$ cat src/rtl/gpio8_pkg.sv
// Shared constants and types for the GPIO8 input-conditioning stage.
package gpio8_pkg;

  localparam logic [1:0] GPIO8C_STAT = 2'd0;
  localparam logic [1:0] GPIO8C_IEN  = 2'd1;
  localparam logic [1:0] GPIO8C_PEND = 2'd2;
  localparam logic [1:0] GPIO8C_DIV  = 2'd3;

  localparam int DB_CNT_W = 4;

  typedef logic [7:0] gpio8_byte_t;

endpackage

$ cat src/rtl/gpio8_debounce_bit.sv
// One pad: 2-flop synchronizer followed by a tick-based debounce counter.
// Debounce is present only when GPIO8_DEBOUNCE_EN is defined; otherwise stable follows sync.
module gpio8_debounce_bit
  import gpio8_pkg::*;
#(
  parameter int DB_CNT = 4
) (
  input  logic clk,
  input  logic rst_n,
  input  logic tick_i,
  input  logic pad_i,
  output logic stable_o
);

  logic [1:0] sync_q;

  // Two-stage synchronizer; sync_q[1] is the metastability-safe level
  always_ff @(posedge clk or negedge rst_n) begin
    if (!rst_n) begin
      sync_q <= 2'b00;
    end else begin
      sync_q <= {sync_q[0], pad_i};
    end
  end

`ifdef GPIO8_DEBOUNCE_EN
  logic [DB_CNT_W-1:0] cnt_q, cnt_d;
  logic                stable_q, stable_d;

  // Count ticks while sync disagrees with stable; accept on the DB_CNT-th tick
  always_comb begin
    cnt_d    = cnt_q;
    stable_d = stable_q;
    if (sync_q[1] == stable_q) begin
      cnt_d = {DB_CNT_W{1'b0}};
    end else if (tick_i) begin
      if (cnt_q == DB_CNT_W'(DB_CNT - 1)) begin
        stable_d = sync_q[1];
        cnt_d    = {DB_CNT_W{1'b0}};
      end else begin
        cnt_d = cnt_q + DB_CNT_W'(1);
      end
    end else begin
      cnt_d = cnt_q;
    end
  end

  // Debounce state register
  always_ff @(posedge clk or negedge rst_n) begin
    if (!rst_n) begin
      cnt_q    <= {DB_CNT_W{1'b0}};
      stable_q <= 1'b0;
    end else begin
      cnt_q    <= cnt_d;
      stable_q <= stable_d;
    end
  end

  assign stable_o = stable_q;
`else
  logic [DB_CNT_W:0] unused_s;
  assign unused_s = {tick_i, DB_CNT_W'(DB_CNT)};
  assign stable_o = sync_q[1];
`endif

endmodule

$ cat src/rtl/gpio8_in_cond.sv
// GPIO8 input conditioning: per-pin sync/debounce, edge detect, sticky IRQ pending, bus slave.
// Optional macro GPIO8_DEBOUNCE_EN enables the tick prescaler, DIV register and debounce.
module gpio8_in_cond
  import gpio8_pkg::*;
#(
  parameter int DB_CNT = 4,
  parameter int DIV_W  = 16
) (
  input  logic        clk,
  input  logic        rst_n,
  input  logic        i_mem_valid,
  input  logic [1:0]  i_mem_addr,
  input  logic        i_mem_wen,
  input  logic [31:0] i_mem_wdata,
  output logic        o_mem_ready,
  output logic [31:0] o_mem_rdata,
  input  logic [7:0]  i_pad_in,
  output logic [7:0]  o_gpio_in,
  output logic        o_irq
);

  logic        wr_s;
  logic        tick_s;
  logic [31:0] div_rd_s;
  gpio8_byte_t stable_s, stable_prev_q, rise_s, fall_s;
  logic [15:0] ien_q, ien_d, pend_q, pend_d, pend_clr_s;
  logic [31:0] rdata_q, rdata_d;
  logic        irq_q;
  logic [31:0] unused_wdata_s;

  assign wr_s           = i_mem_valid & i_mem_wen;
  assign unused_wdata_s = i_mem_wdata;

`ifdef GPIO8_DEBOUNCE_EN
  logic [DIV_W-1:0] div_q, div_d, pre_q, pre_d;

  assign tick_s   = (pre_q == div_q);
  assign div_rd_s = 32'(div_q);

  // Prescaler runs 0..DIV; a DIV write restarts the phase
  always_comb begin
    div_d = div_q;
    pre_d = pre_q;
    if (wr_s && (i_mem_addr == GPIO8C_DIV)) begin
      div_d = i_mem_wdata[DIV_W-1:0];
      pre_d = {DIV_W{1'b0}};
    end else if (tick_s) begin
      pre_d = {DIV_W{1'b0}};
    end else begin
      pre_d = pre_q + DIV_W'(1);
    end
  end

  // Prescaler registers
  always_ff @(posedge clk or negedge rst_n) begin
    if (!rst_n) begin
      div_q <= {DIV_W{1'b0}};
      pre_q <= {DIV_W{1'b0}};
    end else begin
      div_q <= div_d;
      pre_q <= pre_d;
    end
  end
`else
  logic [DIV_W-1:0] unused_div_s;
  assign unused_div_s = {DIV_W{1'b0}};
  assign tick_s       = 1'b0;
  assign div_rd_s     = 32'd0;
`endif

  for (genvar i = 0; i < 8; i++) begin : g_pin
    gpio8_debounce_bit #(.DB_CNT(DB_CNT)) u_db (
      .clk      (clk),
      .rst_n    (rst_n),
      .tick_i   (tick_s),
      .pad_i    (i_pad_in[i]),
      .stable_o (stable_s[i])
    );
  end

  // Edge detect on the debounced level, IEN/PEND next-state and read mux
  always_comb begin
    rise_s     = stable_s & ~stable_prev_q;
    fall_s     = ~stable_s & stable_prev_q;
    ien_d      = ien_q;
    pend_clr_s = 16'd0;
    if (wr_s && (i_mem_addr == GPIO8C_IEN)) begin
      ien_d = i_mem_wdata[15:0];
    end else begin
      ien_d = ien_q;
    end
    if (wr_s && (i_mem_addr == GPIO8C_PEND)) begin
      pend_clr_s = i_mem_wdata[15:0];
    end else begin
      pend_clr_s = 16'd0;
    end
    // A new edge overrides a concurrent write-1-to-clear
    pend_d = {fall_s & ien_q[15:8], rise_s & ien_q[7:0]} | (pend_q & ~pend_clr_s);
    case (i_mem_addr)
      GPIO8C_STAT: rdata_d = {24'd0, stable_s};
      GPIO8C_IEN:  rdata_d = {16'd0, ien_q};
      GPIO8C_PEND: rdata_d = {16'd0, pend_q};
      GPIO8C_DIV:  rdata_d = div_rd_s;
      default:     rdata_d = 32'd0;
    endcase
  end

  // Control/status registers, edge history, IRQ and read data
  always_ff @(posedge clk or negedge rst_n) begin
    if (!rst_n) begin
      stable_prev_q <= 8'd0;
      ien_q         <= 16'd0;
      pend_q        <= 16'd0;
      irq_q         <= 1'b0;
      rdata_q       <= 32'd0;
    end else begin
      stable_prev_q <= stable_s;
      ien_q         <= ien_d;
      pend_q        <= pend_d;
      irq_q         <= |pend_q;
      rdata_q       <= rdata_d;
    end
  end

  assign o_mem_ready = 1'b1;
  assign o_mem_rdata = rdata_q;
  assign o_gpio_in   = stable_s;
  assign o_irq       = irq_q;

endmodule

$ cat config.mk
export PLATFORM = sky130hd
export DESIGN_NAME = gpio8_in_cond
export DESIGN_NICKNAME = d
export VERILOG_FILES = /design/src/rtl/gpio8_pkg.sv /design/src/rtl/gpio8_debounce_bit.sv /design/src/rtl/gpio8_in_cond.sv
export SDC_FILE = /design/constraint.sdc
export NUM_CORES = 1
export LEC_CHECK = 0
export ABC_AREA = 1
export BUFFER_PORTS_ARGS = -buffer_cell sky130_fd_sc_hd__buf_2
export CAP_MARGIN = 40
export CORE_UTILIZATION = 51
export DETAILED_ROUTE_END_ITERATION = 12
export PLACE_DENSITY = 0.81
export SLEW_MARGIN = 25
export SYNTH_ARGS = -nofsm -noshare
export SYNTH_HDL_FRONTEND = slang
export SYNTH_SLANG_ARGS = --single-unit
export TNS_END_PERCENT = 100
$ cat constraint.sdc
create_clock -name clk -period 1 [get_ports clk]
set_input_delay 0.05 -clock clk [delete_from_list [all_inputs] [get_ports clk]]
set_output_delay 0.05 -clock clk [all_outputs]
set_load 0.01 [all_outputs]
==> reports/qor.txt, run 1 <==
# rows: 27
final setup margin: 0.0375 ns
count leader, synth: nand2_1
Root Buffer: clkbuf_8
post-placement cell count: 430
GP Congestion: 0.766
crit path DAT: 1.19 ns
Post-Place Worst Slack: 0.0358 ns
share of cells above drive strength 1: 22.0%
Yosys Warn Count: 0
PostCTS Resize Cnt: 0
mapped cell area: 2960 um2
via count: 2268
DRT antenna net count: 0
die width: 78.1 um
post-synthesis async set-or-reset flop share: 100%
Synth Area per Inst: 9.42 um2
status: finished clean
routed wire length: 5.87 mm
post-synthesis cell count: 314
Worst R2R End: o_irq
startpoint types: flip-flop
Post-Layout Cell Count: 477
Yosys cell types: 14
vias in the first global route: 2178
initial core utilization: 53.4%
post-synth top area share: 61.8%
# diodes: 0
f_max: 1040 MHz
DRC: 0
Final Hold Violating Endpoints: 0
Core ar.: 5540 um2
gr usage total: 21.0%
initial antenna violation count: 0
H-tree Lvls: 3
Pre-Repair DR Iteration Count: 4
maximum VDD drop: 1.12 mV
die area: 6110 um2
LEAKAGE: 1.96 nW
critical path capture point type: flip-flop
Clock transition at path regs: 0.07 ns
Max-cap violations: 0
post-synth top area cell: dfrtp_1
min-delay src: i_mem_addr[1]
clk_lat worst skew: 0.34 ns
min cycle time layout: 0.963 ns
Congestion Overflow GR: 0
Area Growth Syn to Fin: 25.2%
Cell Pwr Density: 1780 nW/um2
Detail Placement HPWL: 3.86 mm
critical-path maximum fanout: 3
WL/cell: 12.3 um
Setup Viol. Count Final: 0
fillers: 470
clk buf depth: 2
final period utilization: 96.3%
total clock sinks: 73
top cells by area, synth: dfrtp_1 (62%), nand2_1 (15%), nand3_1 (8.1%), buf_4 (7.4%), nor2_1 (2.0%)
reg2reg start: pend_q[0]
Port Buffers: 54
Final Max Tran Viols: 0
I/O pin total: 88
CTS buffer count: 9
Hold Path Stages: 4
top cells by count, synth: nand2_1 (115), dfrtp_1 (73), nand3_1 (48)
CTS tree: built
crit path kind: reg2reg
Post-Route Skew: 0.00345 ns
sequential area share after synthesis: 61.8%
R2R Setup Slk: 0.04 ns
vias per cell: 4.75
Worst Hold Class: in2reg
R2R depth: 4
WP data required: 1.23 ns
global-route wire length before repair: 9.63 mm
DR iter-0 viols: 201
EDFF count, synth: 0
Die Y: 78.1 um
hold worst-path end: o_mem_rdata[13]
most frequently used flop master after synthesis: dfrtp_1
post-synthesis register bit count: 73
largest net degree at the start of global routing: 74
fin nets: 447
-- report_power, final --
part / internal [W] / switching [W] / total (W)
combinational: 0.000437 / 0.000580 / 0.00102
clock: 0.000938 / 0.00101 / 0.00195
sequential: 0.00338 / 0.000260 / 0.00364
total: 0.00475 / 0.00185 / 0.00660
-- worst max-delay path by stage --
stage	from	to	slack, ns
after detailed placement	i_mem_addr[0]	ien_q[7]	0.04
after floorplan	pend_q[0]	o_irq	0.23
after global placement	i_mem_addr[0]	ien_q[9]	0.08
final	pend_q[0]	o_irq	0.04
after global routing	g_pin[0].u_db.sync_q[1]	o_gpio_in[0]	-0.0001
after CTS	g_pin[6].u_db.sync_q[1]	o_gpio_in[6]	0.01
-- layer usage --
metal  GRT usage (%)  share of wire (%)  vias up
met2            33.8                 50       89
met3            5.81                6.3       15
met5               0                  0        -
li1                -                  -     1108
met1            26.2                 41     1056
met4            10.0                2.6        0
-- timing repair --
item / in CTS / in global routing
setup endpoints to repair: 2 / 4
hold endpoints to repair: 100 / 0
hold buffers: 25 / 0
pin swaps: 0 / 0
buffers inserted: 2 / 5
-- critical path, stage by stage (launching register included) --
cell and delay, ns:
dfrtp_1 0.40, nor2_1 0.15, nand3_1 0.12, nor2_1 0.12, nand2_1 0.06
-- through the flow --
stage	util [%]	area [um2]	hold WS [ns]	TNS [ns]	power (W)
after global placement	58.4	3240	0.0919	0	0.00455
final	66.8	3700	0.106	0	0.00660
after detailed placement	58.4	3240	0.0924	0	0.00462
after floorplan	-	3010	-0.246	0	0.00424
after global routing	66.8	3700	0.0978	-0.0000975	0.00698
after CTS	66.1	3660	0.0901	0	0.00665
-- cell type report --
| cell class | count | area (um2) | share of cell area (%) |
|---|---|---|---|
| Tap cell | 72 | 90.1 | 2.43 |
| Clock buffer | 11 | 141 | 3.82 |
| Multi-Input combinational cell | 205 | 867 | 23.4 |
| Sequential cell | 73 | 1830 | 49.3 |
| Clock inverter | 4 | 20.0 | 0.541 |
| Timing Repair Buffer | 95 | 693 | 18.7 |
| Inverter | 17 | 63.8 | 1.72 |
-- placed cells by master, fill, tap and decap left out --
cell / count
nor2_4: 2
nand2_4: 1
clkbuf_1: 1
conb_1: 17
inv_1: 15
inv_2: 2
dfrtp_1: 73
nand3_1: 48
buf_4: 13
o21ai_0: 3
dlygate4sd3_1: 25
buf_12: 4
nand2_1: 115
o211ai_1: 3
buf_2: 53
nor2_1: 16
clkbuf_8: 10
clkinv_2: 4
-- flip-flops by register name, indices dropped and copies added, names as in the netlist --
register and flops:
o_mem_rdata 16, g_pin.u_db.sync_q 16, o_irq 1, ien_q 16, stable_prev_q 8, pend_q 16
-- logic make-up (layout without fill, tap and decap cells) --
family	Yosys count	after routing	share of synthesized area [%]
other	2	17	0.254
buffers and inverters	51	127	10.8
AOI/OAI and AO/OA	6	6	1.27
DFF	73	73	61.8
and+or+nand+nor	182	182	25.9
(Power assumes the default switching activity.)
==> inputs of run 2 (changes only) <==
- SYNTH_HIERARCHICAL: default -> 1
==> run 2 against run 1 <==
Setup slack worse by 0.0068 ns. Die area is 1.9% lower. Sequential share of layout area is 1.4 points lower. Flip-flop and latch count is the same. Cell count increased by 0.42%. Global-route usage up 2.9 points. Via count grew 4.7%. First-iteration DRC count up 13%. Count of clock-buffer cells in the layout shrank 1. Routed wire length rose by 7.2%. Critical path depth down 3. Critical path type is now reg2out.
==> reports/qor.txt, run 2 <==
RSZ-0062 raised after global routing: no
# rows: 27 (unchanged)
f_max: 1030 MHz (was 1040 MHz)
Synth Area per Inst: 9.47 um2 (was 9.42 um2)
final period utilization: 96.9% (was 96.3%)
share of cells above drive strength 1: 22.6% (was 22.0%)
LEAKAGE: 2.01 nW (was 1.96 nW)
min cycle time layout: 0.969 ns (was 0.963 ns)
DR iter-0 viols: 228 (was 201)
routed wire length: 6.29 mm (was 5.87 mm)
Final Max Tran Viols: 0 (unchanged)
Worst Hold Class: in2reg (unchanged)
crit path kind: reg2out (was reg2reg)
Detail Placement HPWL: 3.90 mm (was 3.86 mm)
maximum VDD drop: 0.991 mV (was 1.12 mV)
Root Buffer: clkbuf_8 (unchanged)
mapped cell area: 2900 um2 (was 2960 um2)
post-synth top area cell: dfrtp_1 (unchanged)
Max-cap violations: 0 (unchanged)
total clock sinks: 73 (unchanged)
critical-path maximum fanout: 4 (was 3)
CTS buffer count: 9 (unchanged)
post-synthesis cell count: 306 (was 314)
most frequent cells in the layout: nand2_1 (116), dfrtp_1 (73), buf_2 (53) (was nand2_1 (115), dfrtp_1 (73), buf_2 (53))
Yosys Warn Count: 6 (was 0)
# diodes: 0 (unchanged)
Post-Route Skew: 0.00547 ns (was 0.00345 ns)
post-route setup TNS: 0 ns (unchanged)
crit path DAT: 0.92 ns (was 1.19 ns)
clk buf depth: 2 (unchanged)
clk_lat worst skew: 0.35 ns (was 0.34 ns)
DRT antenna net count: 0 (unchanged)
WP buf/inv: 1 (was 0)
Setup Viol. Count Final: 0 (unchanged)
Area Growth Syn to Fin: 31.5% (was 25.2%)
most frequently used flop master after synthesis: dfrtp_1 (unchanged)
DRC: 0 (unchanged)
fin nets: 448 (was 447)
post-synthesis async set-or-reset flop share: 100% (unchanged)
top cells by count, synth: nand2_1 (116), dfrtp_1 (73), nand3_1 (47) (was nand2_1 (115), dfrtp_1 (73), nand3_1 (48))
Port Buffers: 54 (unchanged)
count leader, synth: nand2_1 (unchanged)
Final Hold Violating Endpoints: 0 (unchanged)
sequential area share after synthesis: 63.0% (was 61.8%)
I/O pin total: 88 (unchanged)
commonest non-fill, non-tap cell in the layout: nand2_1 (unchanged)
Pre-Repair DR Iteration Count: 6 (was 4)
initial antenna violation count: 0 (unchanged)
EDFF count, synth: 0 (unchanged)
status: finished clean (unchanged)
vias in the first global route: 2345 (was 2178)
post-synth top area share: 63.0% (was 61.8%)
startpoint types: flip-flop (unchanged)
GP Congestion: 0.782 (was 0.766)
H-tree Lvls: 3 (unchanged)
initial core utilization: 52.6% (was 53.4%)
gr usage total: 23.9% (was 21.0%)
post-synthesis register bit count: 73 (unchanged)
Core ar.: 5510 um2 (was 5540 um2)
hold slack: 0.108 ns (was 0.106 ns)
CTS tree: built (unchanged)
cells along the critical path: buf_2 (was nor2_1, nand3_1, nor2_1, nand2_1)
Yosys cell types: 14 (unchanged)
vias per cell: 4.96 (was 4.75)
WP data required: 0.95 ns (was 1.23 ns)
largest net degree at the start of global routing: 34 (was 74)
Cell Pwr Density: 2010 nW/um2 (was 1780 nW/um2)
via count: 2374 (was 2268)
slowest CP cell: dfrtp_1 (unchanged)
die area: 5990 um2 (was 6110 um2)
die width: 77.4 um (was 78.1 um)
Die Y: 77.4 um (was 78.1 um)
Congestion Overflow GR: 0 (unchanged)
Clock transition at path regs: 0.08 ns (was 0.07 ns)
CP max stage delay: 0.41 ns (was 0.40 ns)
WL/cell: 13.1 um (was 12.3 um)
critical path capture point type: output port (was flip-flop)
placed instance area: 3230 um2 (was 3240 um2)
global-route wire length before repair: 10.6 mm (was 9.63 mm)
cell family with most CP delay: flip-flops (was simple AND/OR/NAND/NOR gates)
top cells by area, synth: dfrtp_1 (63%), nand2_1 (15%), nand3_1 (8.1%), buf_4 (5.4%), nor2_1 (2.1%) (was dfrtp_1 (62%), nand2_1 (15%), nand3_1 (8.1%), buf_4 (7.4%), nor2_1 (2.0%))
R2R Setup Slk: 0.12 ns (was 0.04 ns)
design area: 3810 um2 (was 3700 um2)
[run 2: cell types whose count changed in the layout (fill, tap and decap cells not counted)]
cell / before / now
nand2_1: 115 / 116
nor2_2: 0 / 1
o211ai_1: 3 / 4
bufinv_16: 0 / 4
nor2_1: 16 / 15
clkbuf_8: 10 / 9
clkinv_2: 4 / 2
buf_4: 13 / 14
nand3_1: 48 / 47
o21ai_0: 3 / 2
[run 2: cell families after synthesis]
group	count (synthesis)	share of synthesized area, %
flip-flops	73	63.0
AO/OA/AOI/OAI	6	1.38
AND/OR/NAND/NOR	182	26.4
other	2	0.259
buffers and inverters	43	8.94
[run 2: power by group]
group	internal [W]	switching, W	leakage [nW]
sequential	0.00338	0.000267	0.859
clock	0.00190	0.00106	0.130
combinational	0.000441	0.000612	1.02
[run 2: per-layer routing]
layer  GRT usage (%)  part of all wire (%)
met1            29.0                    41
met2            39.2                    49
met3            4.82                   6.5
met4            14.5                   3.5
met5               0                     0
[run 2: final timing paths]
path	end	start	depth (start not counted)
worst max-delay path	o_gpio_in[7]	g_pin[7].u_db/sync_q[1]	1
worst min-delay path	ien_q[2]	i_mem_wen	5
worst max register to register	o_irq	pend_q[4]	4
worst min register to register	g_pin[4].u_db/sync_q[1]	g_pin[4].u_db/sync_q[0]	0
max in group asynchronous	o_mem_rdata[6]	rst_n	3
min in group asynchronous	ien_q[1]	rst_n	2
[run 2: area by class of cell]
type                    count  area [um2]
clock buffers              10         128
clock inverters             6         130
fillers                   415        1700
inverters                  17        63.8
multi-input cells         205         871
flip-flops and latches     73        1830
well taps                  72        90.1
repair buffers             96         701
[run 2: repair_timing]
action | 4_1_cts | 5_1_grt
endpoints found under the hold margin | 103 | 0
gates resized for setup | 0 | 1
endpoints found under the setup margin | 2 | 7
hold buffers | 25 | 0
buffers inserted | 2 | 7
cloned | 0 | 0
[run 2: through the flow]
step | util (%) | power (W) | instances | worst slack [ns]
floorplan | - | 0.00422 | 321 | 0.226
global placement | 58.7 | 0.00455 | 429 | 0.126
detailed placement | 58.7 | 0.00462 | 429 | 0.0786
CTS | 68.2 | 0.00766 | 472 | 0.00191
global route | 69.2 | 0.00801 | 479 | 0.00826
finish | 69.2 | 0.00766 | 479 | 0.0306
